**src/rtl/regex_match_collector_if.sv**
```systemverilog
// Result channel between regex_match_collector and the host readout logic.
// The collector drives records through the master modport; the consumer uses slave.
interface regex_match_collector_if #(
   parameter int POS_W = 32
) ();
   logic             res_valid;
   logic             res_ready;
   logic [POS_W-1:0] res_start;
   logic [POS_W-1:0] res_end;
   logic             res_last;

   modport master (
      output res_valid,
      output res_start,
      output res_end,
      output res_last,
      input  res_ready
   );

   modport slave (
      input  res_valid,
      input  res_start,
      input  res_end,
      input  res_last,
      output res_ready
   );
endinterface

```
**src/rtl/regex_match_collector.sv**
```systemverilog
// Captures each regex-core match once into a show-ahead FIFO and appends an end-of-stream marker.
// Optional duplicate-match suppression is enabled by defining REGEX_COLLECT_DEDUP_EN.
module regex_match_collector #(
   parameter int POS_W  = 32,
   parameter int DEPTH  = 8,
   parameter int ADDR_W = $clog2(DEPTH)
) (
   input  logic                clk,
   input  logic                reset_n,
   input  logic                rdy,
   input  logic                match,
   input  logic                last,
   input  logic [POS_W-1:0]    start_pos,
   input  logic [POS_W-1:0]    end_pos,
   regex_match_collector_if.master res_if,
   output logic [ADDR_W:0]     fifo_count,
   output logic [15:0]         overflow_cnt,
   output logic                done
);

   typedef enum logic [1:0] {
      ST_COLLECT = 2'd0,
      ST_DRAIN   = 2'd1,
      ST_DONE    = 2'd2
   } state_e;

   localparam int               REC_W  = 2 * POS_W + 1;
   localparam logic [ADDR_W:0]  FULL_C = (ADDR_W + 1)'(DEPTH);
   localparam logic [POS_W-1:0] ONES_C = {POS_W{1'b1}};

   logic [REC_W-1:0]  mem_q [DEPTH];
   state_e            state_q, state_d;
   logic              rdy_q;
   logic [ADDR_W-1:0] wr_ptr_q, wr_ptr_d, rd_ptr_q, rd_ptr_d;
   logic [ADDR_W:0]   count_q, count_d;
   logic              pend_last_q, pend_last_d;
   logic [POS_W-1:0]  mark_start_q, mark_start_d, mark_end_q, mark_end_d;
   logic [15:0]       ovf_q, ovf_d;
   logic              valid_q, valid_d;
   logic [REC_W-1:0]  head_q, head_d;
   logic              done_q, done_d;

   logic              event_s, process_s, marker_evt_s, match_evt_s;
   logic              pop_s, space_s, push_s, dup_s;
   logic [REC_W-1:0]  wdata_s;
   logic [POS_W-1:0]  mk_start_s, mk_end_s;

   assign event_s      = rdy & ~rdy_q;
   assign process_s    = event_s & (state_q != ST_DRAIN);
   assign marker_evt_s = process_s & last;
   assign match_evt_s  = process_s & match & ~last;
   assign pop_s        = valid_q & res_if.res_ready;
   // A full FIFO still takes a push when the head leaves on the same edge.
   assign space_s      = (count_q != FULL_C) | pop_s;
   assign mk_start_s   = match ? start_pos : ONES_C;
   assign mk_end_s     = match ? end_pos : ONES_C;

`ifdef REGEX_COLLECT_DEDUP_EN
   logic             hist_valid_q, hist_valid_d;
   logic [POS_W-1:0] hist_start_q, hist_start_d, hist_end_q, hist_end_d;
   logic             match_push_s;

   // History is ignored on the event that leaves DONE, since that event also clears it.
   assign dup_s        = hist_valid_q & (state_q != ST_DONE) &
                         (start_pos == hist_start_q) & (end_pos == hist_end_q);
   assign match_push_s = match_evt_s & ~dup_s & space_s;

   // Last pushed match positions.
   always_comb begin
      hist_valid_d = hist_valid_q;
      hist_start_d = hist_start_q;
      hist_end_d   = hist_end_q;
      if (match_push_s) begin
         hist_valid_d = 1'b1;
         hist_start_d = start_pos;
         hist_end_d   = end_pos;
      end else if ((state_q == ST_DONE) && event_s) begin
         hist_valid_d = 1'b0;
      end else begin
         hist_valid_d = hist_valid_q;
      end
   end

   // History registers.
   always_ff @(posedge clk or negedge reset_n) begin
      if (!reset_n) begin
         hist_valid_q <= 1'b0;
         hist_start_q <= '0;
         hist_end_q   <= '0;
      end else begin
         hist_valid_q <= hist_valid_d;
         hist_start_q <= hist_start_d;
         hist_end_q   <= hist_end_d;
      end
   end
`else
   assign dup_s = 1'b0;
`endif

   // Push arbitration: a pending marker first, then a new marker, then a match.
   always_comb begin
      push_s       = 1'b0;
      wdata_s      = '0;
      pend_last_d  = pend_last_q;
      mark_start_d = mark_start_q;
      mark_end_d   = mark_end_q;
      ovf_d        = ovf_q;
      if (pend_last_q) begin
         if (space_s) begin
            push_s      = 1'b1;
            wdata_s     = {mark_start_q, mark_end_q, 1'b1};
            pend_last_d = 1'b0;
         end else begin
            pend_last_d = 1'b1;
         end
      end else if (marker_evt_s) begin
         if (space_s) begin
            push_s  = 1'b1;
            wdata_s = {mk_start_s, mk_end_s, 1'b1};
         end else begin
            pend_last_d  = 1'b1;
            mark_start_d = mk_start_s;
            mark_end_d   = mk_end_s;
         end
      end else if (match_evt_s && !dup_s) begin
         if (space_s) begin
            push_s  = 1'b1;
            wdata_s = {start_pos, end_pos, 1'b0};
         end else if (ovf_q != 16'hFFFF) begin
            ovf_d = ovf_q + 16'd1;
         end else begin
            ovf_d = ovf_q;
         end
      end else begin
         push_s = 1'b0;
      end
   end

   // Pointers, occupancy and the registered show-ahead head.
   always_comb begin
      wr_ptr_d = push_s ? (wr_ptr_q + ADDR_W'(1)) : wr_ptr_q;
      rd_ptr_d = pop_s ? (rd_ptr_q + ADDR_W'(1)) : rd_ptr_q;
      case ({push_s, pop_s})
         2'b10:   count_d = count_q + (ADDR_W + 1)'(1);
         2'b01:   count_d = count_q - (ADDR_W + 1)'(1);
         default: count_d = count_q;
      endcase
      valid_d = (count_d != '0);
      // The new head bypasses the array when it is the record written on this edge.
      if (count_d == '0) begin
         head_d = head_q;
      end else if (push_s && (wr_ptr_q == rd_ptr_d)) begin
         head_d = wdata_s;
      end else begin
         head_d = mem_q[rd_ptr_d];
      end
   end

   // FSM next state.
   always_comb begin
      state_d = state_q;
      case (state_q)
         ST_COLLECT: begin
            if (marker_evt_s) state_d = ST_DRAIN;
            else              state_d = ST_COLLECT;
         end
         ST_DRAIN: begin
            if (pop_s && head_q[0]) state_d = ST_DONE;
            else                    state_d = ST_DRAIN;
         end
         ST_DONE: begin
            if (event_s) state_d = last ? ST_DRAIN : ST_COLLECT;
            else         state_d = ST_DONE;
         end
         default: state_d = ST_COLLECT;
      endcase
   end

   // FSM outputs.
   always_comb begin
      done_d = (state_d == ST_DONE);
   end

   // FSM state register.
   always_ff @(posedge clk or negedge reset_n) begin
      if (!reset_n) state_q <= ST_COLLECT;
      else          state_q <= state_d;
   end

   // Control and output registers.
   always_ff @(posedge clk or negedge reset_n) begin
      if (!reset_n) begin
         rdy_q        <= 1'b0;
         wr_ptr_q     <= '0;
         rd_ptr_q     <= '0;
         count_q      <= '0;
         pend_last_q  <= 1'b0;
         mark_start_q <= '0;
         mark_end_q   <= '0;
         ovf_q        <= 16'd0;
         valid_q      <= 1'b0;
         head_q       <= '0;
         done_q       <= 1'b0;
      end else begin
         rdy_q        <= rdy;
         wr_ptr_q     <= wr_ptr_d;
         rd_ptr_q     <= rd_ptr_d;
         count_q      <= count_d;
         pend_last_q  <= pend_last_d;
         mark_start_q <= mark_start_d;
         mark_end_q   <= mark_end_d;
         ovf_q        <= ovf_d;
         valid_q      <= valid_d;
         head_q       <= head_d;
         done_q       <= done_d;
      end
   end

   // Record storage; contents are meaningless outside the occupied window.
   always_ff @(posedge clk) begin
      if (push_s) mem_q[wr_ptr_q] <= wdata_s;
   end

   assign res_if.res_valid = valid_q;
   assign res_if.res_start = head_q[REC_W-1 -: POS_W];
   assign res_if.res_end   = head_q[POS_W:1];
   assign res_if.res_last  = head_q[0];
   assign fifo_count       = count_q;
   assign overflow_cnt     = ovf_q;
   assign done             = done_q;

endmodule

```
**src/flat_wrapper.sv**
```systemverilog
// flat-port wrapper written by rule: the top's interface ports become plain ports
module regex_match_collector_flat 
#(
   parameter int POS_W  = 32,
   parameter int DEPTH  = 8,
   parameter int ADDR_W = $clog2(DEPTH)
)
  (clk, reset_n, rdy, match, last, start_pos, end_pos, fifo_count, overflow_cnt, done, res_if_res_valid, res_if_res_start, res_if_res_end, res_if_res_last, res_if_res_ready);
  regex_match_collector_if #(.POS_W(POS_W)) res_if_i ();
  input  logic clk;
  input  logic reset_n;
  input  logic rdy;
  input  logic match;
  input  logic last;
  input  logic [POS_W-1:0] start_pos;
  input  logic [POS_W-1:0] end_pos;
  output logic [ADDR_W:0] fifo_count;
  output logic [15:0] overflow_cnt;
  output logic done;
  output wire logic [$bits(res_if_i.res_valid)-1:0] res_if_res_valid;
  output wire logic [$bits(res_if_i.res_start)-1:0] res_if_res_start;
  output wire logic [$bits(res_if_i.res_end)-1:0] res_if_res_end;
  output wire logic [$bits(res_if_i.res_last)-1:0] res_if_res_last;
  input wire logic [$bits(res_if_i.res_ready)-1:0] res_if_res_ready;
  assign res_if_res_valid = res_if_i.res_valid;
  assign res_if_res_start = res_if_i.res_start;
  assign res_if_res_end = res_if_i.res_end;
  assign res_if_res_last = res_if_i.res_last;
  assign res_if_i.res_ready = res_if_res_ready;
  regex_match_collector #(.POS_W(POS_W), .DEPTH(DEPTH), .ADDR_W(ADDR_W)) u_core (.clk(clk), .reset_n(reset_n), .rdy(rdy), .match(match), .last(last), .start_pos(start_pos), .end_pos(end_pos), .res_if(res_if_i), .fifo_count(fifo_count), .overflow_cnt(overflow_cnt), .done(done));
endmodule
```
**config.mk**
```make
export PLATFORM = sky130hd
export DESIGN_NAME = regex_match_collector_flat
export DESIGN_NICKNAME = d
export VERILOG_FILES = /design/src/rtl/regex_match_collector_if.sv /design/src/rtl/regex_match_collector.sv /design/src/flat_wrapper.sv
export SDC_FILE = /design/constraint.sdc
export NUM_CORES = 1
export LEC_CHECK = 0
export CORE_MARGIN = 1
export CORE_UTILIZATION = 56
export CTS_BUF_LIST = sky130_fd_sc_hd__clkbuf_4
export DETAILED_ROUTE_END_ITERATION = 16
export GPL_TIMING_DRIVEN = 0
export PLACE_DENSITY_LB_ADDON = 0.2
export RECOVER_POWER = 100
export SETUP_SLACK_MARGIN = 0.3
export SYNTH_ARGS = -nofsm -noshare
export SYNTH_HDL_FRONTEND = slang
export SYNTH_SLANG_ARGS = --single-unit
```
**constraint.sdc**
```tcl
create_clock -name clk -period 9 [get_ports clk]
set_input_delay 1.8 -clock clk [delete_from_list [all_inputs] [get_ports clk]]
set_output_delay 1.8 -clock clk [all_outputs]
set_load 0.01 [all_outputs]
```
==> metrics.txt <==
status finished, violations left; failing checks max-capacitance violations, max-slew violations; Synth Net Count 2430; worst hold path class register to register; synthesized cell area 28200 sq um; Total GRT Usage 0.314; Top FF cell, synth edfxtp_1; multiplexer share of the synthesized area 0.0250; htree depth 4; vias per cell 5.94; Setup crit start kind input port; commonest non-fill, non-tap cell in the layout nand2_1; Clk Latency, worst-skew pair 1.04 ns; vias 21100; post-synth top area share 0.553; crit path DAT 7.57 ns; total iterations of the first detailed-routing run 6; full die area 51300 sq um; most area-hungry cell type in the Yosys netlist edfxtp_1; final hold violations 0; cell row count between 80 and 90; cell area power density 321 nW/um^2; top area cells in the synthesized netlist edfxtp_1, dfrtp_1, nand2_1, a31oi_1, nand3_1; Layout area overhead 17.1%; gpl congestion 0.846; CTS tree done; pins over their slew limit 234; DR WL/cell roughly 22 microns; CTS Sinks 681; CP Capture Type register; number of flops mapped to enable cells by yosys 520; Setup WS post-layout approximately 2.1 ns; Setup Buffers After CTS 0; Seq/Total Area, Yosys 0.696; initial antenna violation count 3; drc violations 0; Synth Area in Adders 0.00266; fmax 0.145 GHz; Reg2Reg Setup Slack approximately 3.0 ns; Clock Path Buffers 3; CTS Root Cell clkbuf_4; min cycle time layout 6.89 ns; Worst-Margin Slew 3.86 ns; # hold bufs at CTS 0; # Max-Cap Violations 5; syn_area_per_cell 12.0 sq um; Die Span X roughly 230 microns; final setup vio count 0; Unique masters post-synth 42; fraction of registers with async set/reset 0.236; post-synthesis xor/xnor area fraction 0.00811; Mapped Cells 2354; Leak 12.3 nW; Initial DRC Count 2602; Num CTS Buffers 169; Post-Synth Simple-Gate Area 0.153; most frequent cells in the layout nand2_1, edfxtp_1, clkbuf_4; Clock transition at path regs 0.06 ns; DP Worst Slack about 2.6 ns; filler cell count 3656; worst path required time 9.69 ns; first-pass GRT wire length 118000 microns; Port Buffers 156; largest net degree at the start of global routing 99; layout cells sized above 1 0.107; RSZ-0062 raised after global routing false; CP max FO 12; Final ANT Viol Nets 0; num ports ~160; Post-Route WL 78600 microns; total negative slack 0 ns; DIE HEIGHT ~230 microns; Synth Area in Compound Gates 0.0810; register bit total from synthesis 681; nets@finish 2809; area of the core 49400 sq um; clk_skew 0.0630 ns; initial core utilization 0.572; Max IR drop VDD 0.168 mV; synth warn 0; fin crit share 0.765; Tot Pwr 10.6 mW; largest family of logic cells by synthesized area simple AND/OR/NAND/NOR gates; vias in the first global route just over 20000; Slew HR -1.57; post-detail-place hpwl between 50000 and 60000 microns; CTS resizes 0; kind of critical path input port to register; Remaining Overflow, GRT 0
## power breakdown
part / switching (mW) / internal, mW / total [mW]
Combinational: 2.59 / 1.29 / 3.89
Clock: 1.25 / 1.39 / 2.64
Sequential: 0.217 / 3.86 / 4.07
Total: 4.06 / 6.54 / 10.6
## Yosys cell counts (2+ instances only)
library cell  number
xor2_1             5
and4_1             2
buf_2             26
inv_2              2
and3_1             2
nor4b_1            3
a32oi_1           65
nor2_1           142
and2_1            64
clkbuf_1         124
xnor2_1           18
nand3b_1           2
o22ai_1            2
or4_1              2
nor3_1             6
o31ai_1           65
nand3_1          139
nor4_1             2
mux2i_1           67
buf_1             24
a31oi_1          130
mux2_2             3
nor2b_1            4
ha_1               6
nand2b_1           4
dfrtp_1          161
nor3b_1            2
a21oi_1           65
inv_1             70
nand2_1          542
nand4_1           72
edfxtp_1         520
o21ai_0            3
a41oi_1            2
## state kept, by name, summed over array words and instances, names as in the netlist
| register | flops |
|---|---|
| u_core.res_if.res_valid | 1 |
| u_core.done | 1 |
| u_core.head_q | 65 |
| u_core.mark_start_q | 32 |
| u_core.rd_ptr_q | 3 |
| u_core.fifo_count | 4 |
| u_core.state_q | 2 |
| u_core.pend_last_q | 1 |
| u_core.rdy_q | 1 |
| u_core.mark_end_q | 32 |
| u_core.mem_q | 520 |
| u_core.wr_ptr_q | 3 |
| u_core.overflow_cnt | 16 |
## layout make-up
class / instances / area [sq um] / share of cell area
Antenna cell: 4 / 10.0 / 0.000303
Inverter: 72 / 270 / 0.00818
Multi-Input combinational cell: 1427 / 7620 / 0.230
Timing Repair Buffer: 208 / 1770 / 0.0536
Tap cell: 664 / 831 / 0.0251
Sequential cell: 681 / 19600 / 0.594
Clock inverter: 51 / 248 / 0.00749
Clock buffer: 264 / 1980 / 0.0600
Buffer: 174 / 684 / 0.0207
## through the flow
step / cells / hold slack (ns) / area [sq um] / utilization
global route: 3544 / 0.537 / 33100 / 0.670
floorplan: 2354 / 0.472 / 28200 / -
global placement: 3174 / 0.478 / 30600 / 0.621
detailed placement: 3226 / 0.489 / 31400 / 0.635
finish: 3545 / 0.494 / 33100 / 0.670
CTS: 3541 / 0.505 / 33600 / 0.681
## worst paths after layout
| path | startpoint | end | cells past startpoint |
|---|---|---|---|
| worst max-delay path | res_if_res_ready | u_core.mem_q[2][29] | 9 |
| worst min-delay path | u_core.overflow_cnt[9] | u_core.overflow_cnt[9] | 1 |
| min in group asynchronous | reset_n | u_core.mark_start_q[6] | 1 |
| worst max register to register | u_core.res_if.res_valid | u_core.mem_q[2][29] | 8 |
| max in group asynchronous | reset_n | u_core.head_q[7] | 2 |
| worst min register to register | u_core.overflow_cnt[9] | u_core.overflow_cnt[9] | 1 |
## worst max-delay path, stage by stage
cell and delay, ns:
dlygate4sd3_1 0.56, nand2_1 0.18, nand4_1 0.51, o21a_1 0.30, inv_1 0.18, nor4b_1 2.31
clkbuf_1 0.64, clkbuf_1 0.78, buf_6 0.29
## layer usage
metal / wire (microns) / up-vias / track usage
met4: 2540 / 2 / 0.132
met5: 13 / - / 0
met3: 8690 / 173 / 0.0969
met2: 37200 / 1302 / 0.494
met1: 30200 / 10200 / 0.404
li1: - / 9414 / -
## kinds of logic after synthesis
group           count (synthesis)
simple gates                  990
flops                         681
compound gates                337
buf+inv                       246
mux                            70
xor+xnor                       24
fa+ha+maj                       6
No activity file was read; power rests on OpenSTA's default activity.
==> variant 1, RTL diff (same flow settings) <==
`POS_W` is set to 32 in 3 places; all go to 40.
--- a/src/rtl/regex_match_collector_if.sv
+++ b/src/rtl/regex_match_collector_if.sv
@@ -1,7 +1,7 @@
 // Result channel between regex_match_collector and the host readout logic.
 // The collector drives records through the master modport; the consumer uses slave.
 interface regex_match_collector_if #(
-   parameter int POS_W = 32
+   parameter int POS_W = 40
 ) ();
    logic             res_valid;
    logic             res_ready;
--- a/src/rtl/regex_match_collector.sv
+++ b/src/rtl/regex_match_collector.sv
@@ -1,7 +1,7 @@
 // Captures each regex-core match once into a show-ahead FIFO and appends an end-of-stream marker.
 // Optional duplicate-match suppression is enabled by defining REGEX_COLLECT_DEDUP_EN.
 module regex_match_collector #(
-   parameter int POS_W  = 32,
+   parameter int POS_W  = 40,
    parameter int DEPTH  = 8,
    parameter int ADDR_W = $clog2(DEPTH)
 ) (
--- a/src/flat_wrapper.sv
+++ b/src/flat_wrapper.sv
@@ -1,7 +1,7 @@
 // flat-port wrapper written by rule: the top's interface ports become plain ports
 module regex_match_collector_flat 
 #(
-   parameter int POS_W  = 32,
+   parameter int POS_W  = 40,
    parameter int DEPTH  = 8,
    parameter int ADDR_W = $clog2(DEPTH)
 )
Ports: changed (resized end_pos, res_if_res_end, res_if_res_start and start_pos); port bits go from 157 to 189. The function was not compared with the original's and may differ.
==> variant 1 against the unedited design <==
- the run still ends with max-capacitance violations, max-slew violations left
- critical path depth increased by 2
- power increased by 26%
- clock power increased by 26%
- sequential cell count increased by 160
- combinational power increased by 28%
- cell area increased by 23%
- synthesized area increased by 23%
- wire length increased by 30%
- cell count increased by 21%
- setup slack got worse by 0.43 ns
- highest routed layer is now met4
==> variant 1: results (changes against the unedited design) <==
stage;metric;value;unit;change
run;Max-Cap Viols;8;;was 5
global_routing;initial antenna violation count;4;;was 3
detailed_routing;Vias/cell;6.138;;was 5.939
timing;Final period util;0.8132;;was 0.7651
status;status;finished, violations left;;unchanged
setup_path;CP delay by family, top;buffers and inverters;;was simple AND/OR/NAND/NOR gates
setup_path;Worst Reg-to-Reg Cells;10;;was 8
setup_path;Worst path slowest cell;clkinvlp_2;;was nor4b_1
finish;Final #Nets;3439;;was 2809
setup_path;Worst path max stage delay;1.08;ns;was 2.31 ns
global_routing;vias in the first global route;25640;;was 20760
status;failing checks;max-capacitance violations, max-slew violations;;unchanged
power;Power Sequential;0.00502;W;was 0.00407 W
finish;largest registers;u_core.mem_q: 648 flops, u_core.head_q: 81 flops;;was u_core.mem_q: 520 flops, u_core.head_q: 65 flops
logic_synthesis;top cells by area, synth;edfxtp_1 (56%), dfrtp_1 (14%), nand2_1 (7.3%);;was edfxtp_1 (55%), dfrtp_1 (14%), nand2_1 (7.2%)
global_routing;global-route wire length before repair;152.3;mm;was 118.0 mm
place;DP HPWL;67.14;mm;was 51.63 mm
detailed_routing;initial DRC count;3377;;was 2602
detailed_routing;top routing layer in use;met4;;was met5
place;Cells after DPL;3926;;was 3226
setup_path;RR Endpoint;u_core.mem_q[4][57];;was u_core.mem_q[2][29]
logic_synthesis;XOR/XNOR Fraction of Synth Area;0.006062;;was 0.008112
detailed_routing;Routed WL per cell;23.80;um;was 22.18 um
logic_synthesis;number of flops mapped to enable cells by yosys;648;;was 520
global_routing;met2 usage;0.5023;;was 0.4937
global_routing;largest net degree at the start of global routing;103;;was 99
clocking;worst-skew pair later-pin latency;1.08;ns;was 1.04 ns
global_routing;met1 Use GR;0.4498;;was 0.4041
timing;Slew @ Worst Pin;5.692;ns;was 3.859 ns
min_path;hold endpoint;u_core.overflow_cnt[13];;was u_core.overflow_cnt[9]
logic_synthesis;Post-synth ARST share;0.2295;;was 0.2364
power;switching share of power;0.3857;;was 0.3829
detailed_routing;DR WL met3;10.68;mm;was 8.690 mm
logic_synthesis;mux contribution to synthesized area;0.02429;;was 0.02496
setup_path;R2R setup slack;2.61;ns;was 3.00 ns
detailed_routing;drt pass-1 iters;8;;was 6
clocking;Num CTS Buffers;201;;was 169
power;switching pwr;0.005134;W;was 0.004059 W
power;Pleak;15.17;nW;was 12.28 nW
power;Max IR drop VDD;0.2110;mV;was 0.1684 mV
detailed_routing;drt total wl;102.5;mm;was 78.63 mm
detailed_routing;DR WL met2;47.28;mm;was 37.22 mm
logic_synthesis;Compound-Gate Fraction of Synth Area;0.07549;;was 0.08104
finish;Layout fillers;4451;;was 3656
place;Place WS;2.410;ns;was 2.630 ns
min_path;HP Start;u_core.overflow_cnt[13];;was u_core.overflow_cnt[9]
logic_synthesis;sequential area share after synthesis;0.7005;;was 0.6960
place;routability cong.;0.8592;;was 0.8460
timing;Max Slew Vio Count;191;;was 234
logic_synthesis;synthesized net count;2982;;was 2430
-- variant 1: cell types whose count changed after synthesis, moves of 27 or more --
cell      delta
a21oi_1     +97
dfrtp_1     +32
nand3_1     +31
buf_2       +27
nor2_1      +30
o31ai_1     -64
or3_1       +80
nand2_1    +129
and2_1      -62
edfxtp_1   +128
a31oi_1     +32
-- variant 1: per-stage QoR --
| step | area (um2) | util |
|---|---|---|
| after floorplan | 34700 | - |
| after global placement | 37550 | 0.6174 |
| after detailed placement | 38580 | 0.6344 |
| after CTS | 41390 | 0.6806 |
| after global routing | 40730 | 0.6698 |
| final | 40730 | 0.6698 |
-- variant 1: area by class of cell --
cell class                      count  area [um2]  area share
Clock buffer                      322        2417     0.05935
Tap cell                          782       978.4     0.02402
Clock inverter                     57       392.9    0.009646
Multi-Input combinational cell   1750        9116      0.2238
Inverter                           87       330.3    0.008110
Buffer                            212       908.4     0.02230
Timing Repair Buffer              254        2292     0.05628
Antenna cell                        2       5.005   0.0001229
Sequential cell                   841       24290      0.5963
==> variant 2, RTL diff (same settings) <==
Without the edit above. Register the output `overflow_cnt` once more, with the module's reset; this adds one clock of latency there. The other outputs are not delayed to match.
--- a/src/rtl/regex_match_collector.sv
+++ b/src/rtl/regex_match_collector.sv
@@ -226,7 +226,13 @@
    assign res_if.res_end   = head_q[POS_W:1];
    assign res_if.res_last  = head_q[0];
    assign fifo_count       = count_q;
-   assign overflow_cnt     = ovf_q;
+   always_ff @(posedge clk or negedge reset_n) begin
+      if (!reset_n) begin
+         overflow_cnt <= '0;
+      end else begin
+         overflow_cnt <= ovf_q;
+      end
+   end
    assign done             = done_q;
 
 endmodule
Check against the original RTL: no difference found for any inputs over 4 cycles, from zero or initial values and one cycle with reset_n low; that may be too few to reach the edited logic, so the function may still have changed.
==> variant 2 against the unedited design <==
- the flow still finishes with violations (max-capacitance violations, max-slew violations)
- wire length rose by 5.7%
- highest routed layer is now met4
- via count rose by 2.7%
- synthesized area rose by 1.0%
- setup slack improved by 0.0052 ns
- cell area rose by 1.6%
- die area rose by 1.0%
- power rose by 3.1%
- hold slack got worse by 0.12 ns
- sequential cell count rose by 16
- count of clock-buffer cells in the layout rose by 25
==> variant 2: results (changes against the unedited design) <==
stage;metric;value;unit;change
logic_synthesis;Commonest cells post-synth;nand2_1 (545), edfxtp_1 (520), dfrtp_1 (177);;was nand2_1 (542), edfxtp_1 (520), dfrtp_1 (161)
finish;Inverters excl. clock;73;;was 72
setup_path;critical-path maximum fanout;10;;was 12
logic_synthesis;sequential area share after synthesis;0.7028;;was 0.6960
finish;clock buffer count;289;;was 264
timing;hold slack;0.3762;ns;was 0.4936 ns
min_path;hold depth;0;;was 1
place;DP Area;31680;um2;was 31360 um2
run;Max-Cap Viols;2;;was 5
logic_synthesis;Syn Area/Cell;12.02;um2;was 11.99 um2
power;Pleak;12.58;nW;was 12.28 nW
setup_path;Worst path max stage delay;1.10;ns;was 2.31 ns
timing;Max Slew Vio Count;101;;was 234
place;routability cong.;0.8288;;was 0.8460
setup_path;Worst Reg-to-Reg Cells;10;;was 8
finish;area of the multi-input gates;7453;um2;was 7617 um2
global_routing;initial antenna violation count;2;;was 3
place;Place WS;2.674;ns;was 2.630 ns
logic_synthesis;mux contribution to synthesized area;0.02470;;was 0.02496
status;status;finished, violations left;;unchanged
clocking;Num CTS Buffers;177;;was 169
logic_synthesis;Synth cell types;45;;was 42
timing;clk_skew;0.05515;ns;was 0.06301 ns
timing;Slew @ Worst Pin;5.038;ns;was 3.859 ns
timing;final setup margin;2.119;ns;was 2.114 ns
detailed_routing;DR WL met2;39.31;mm;was 37.22 mm
setup_path;Worst path slowest cell;nor3_1;;was nor4b_1
logic_synthesis;XOR/XNOR Fraction of Synth Area;0.007634;;was 0.008112
logic_synthesis;synthesized net count;2449;;was 2430
logic_synthesis;Post-synth ARST share;0.2539;;was 0.2364
place;Cells after DPL;3256;;was 3226
status;failing checks;max-capacitance violations, max-slew violations;;unchanged
finish;flip-flop and latch count;697;;was 681
global_routing;global-route wire length before repair;124.9;mm;was 118.0 mm
power;switching share of power;0.3794;;was 0.3829
detailed_routing;total number of vias;21610;;was 21050
==> variant 2: cell types whose count changed after synthesis, moves of 3 or more <==
cell and delta:
a21oi_1 +65, and2_1 -64, o31ai_1 -64, or3_1 +64, dfrtp_1 +16, buf_2 -14
clkbuf_1 +9, buf_6 +6, buf_1 -5, buf_4 +4, nand2_1 +3, nand3_1 -3
==> variant 2: power by group through the flow <==
stage	clock network, W	registers, W	logic [W]
4_1_cts	0.00288	0.00415	0.00399
5_1_grt	0.00307	0.00418	0.00423
3_3_place_gp	0	0.00424	0.00382
2_1_floorplan	0	0.00423	0.00229
6_report	0.00286	0.00415	0.00393
3_5_place_dp	0	0.00421	0.00398
==> variant 2: routing by layer <==
metal | global-route usage | up-vias
li1 | - | 9499
met1 | 0.4377 | 10530
met2 | 0.5159 | 1389
met3 | 0.08780 | 194
met4 | 0.1425 | 0
met5 | 0 | -
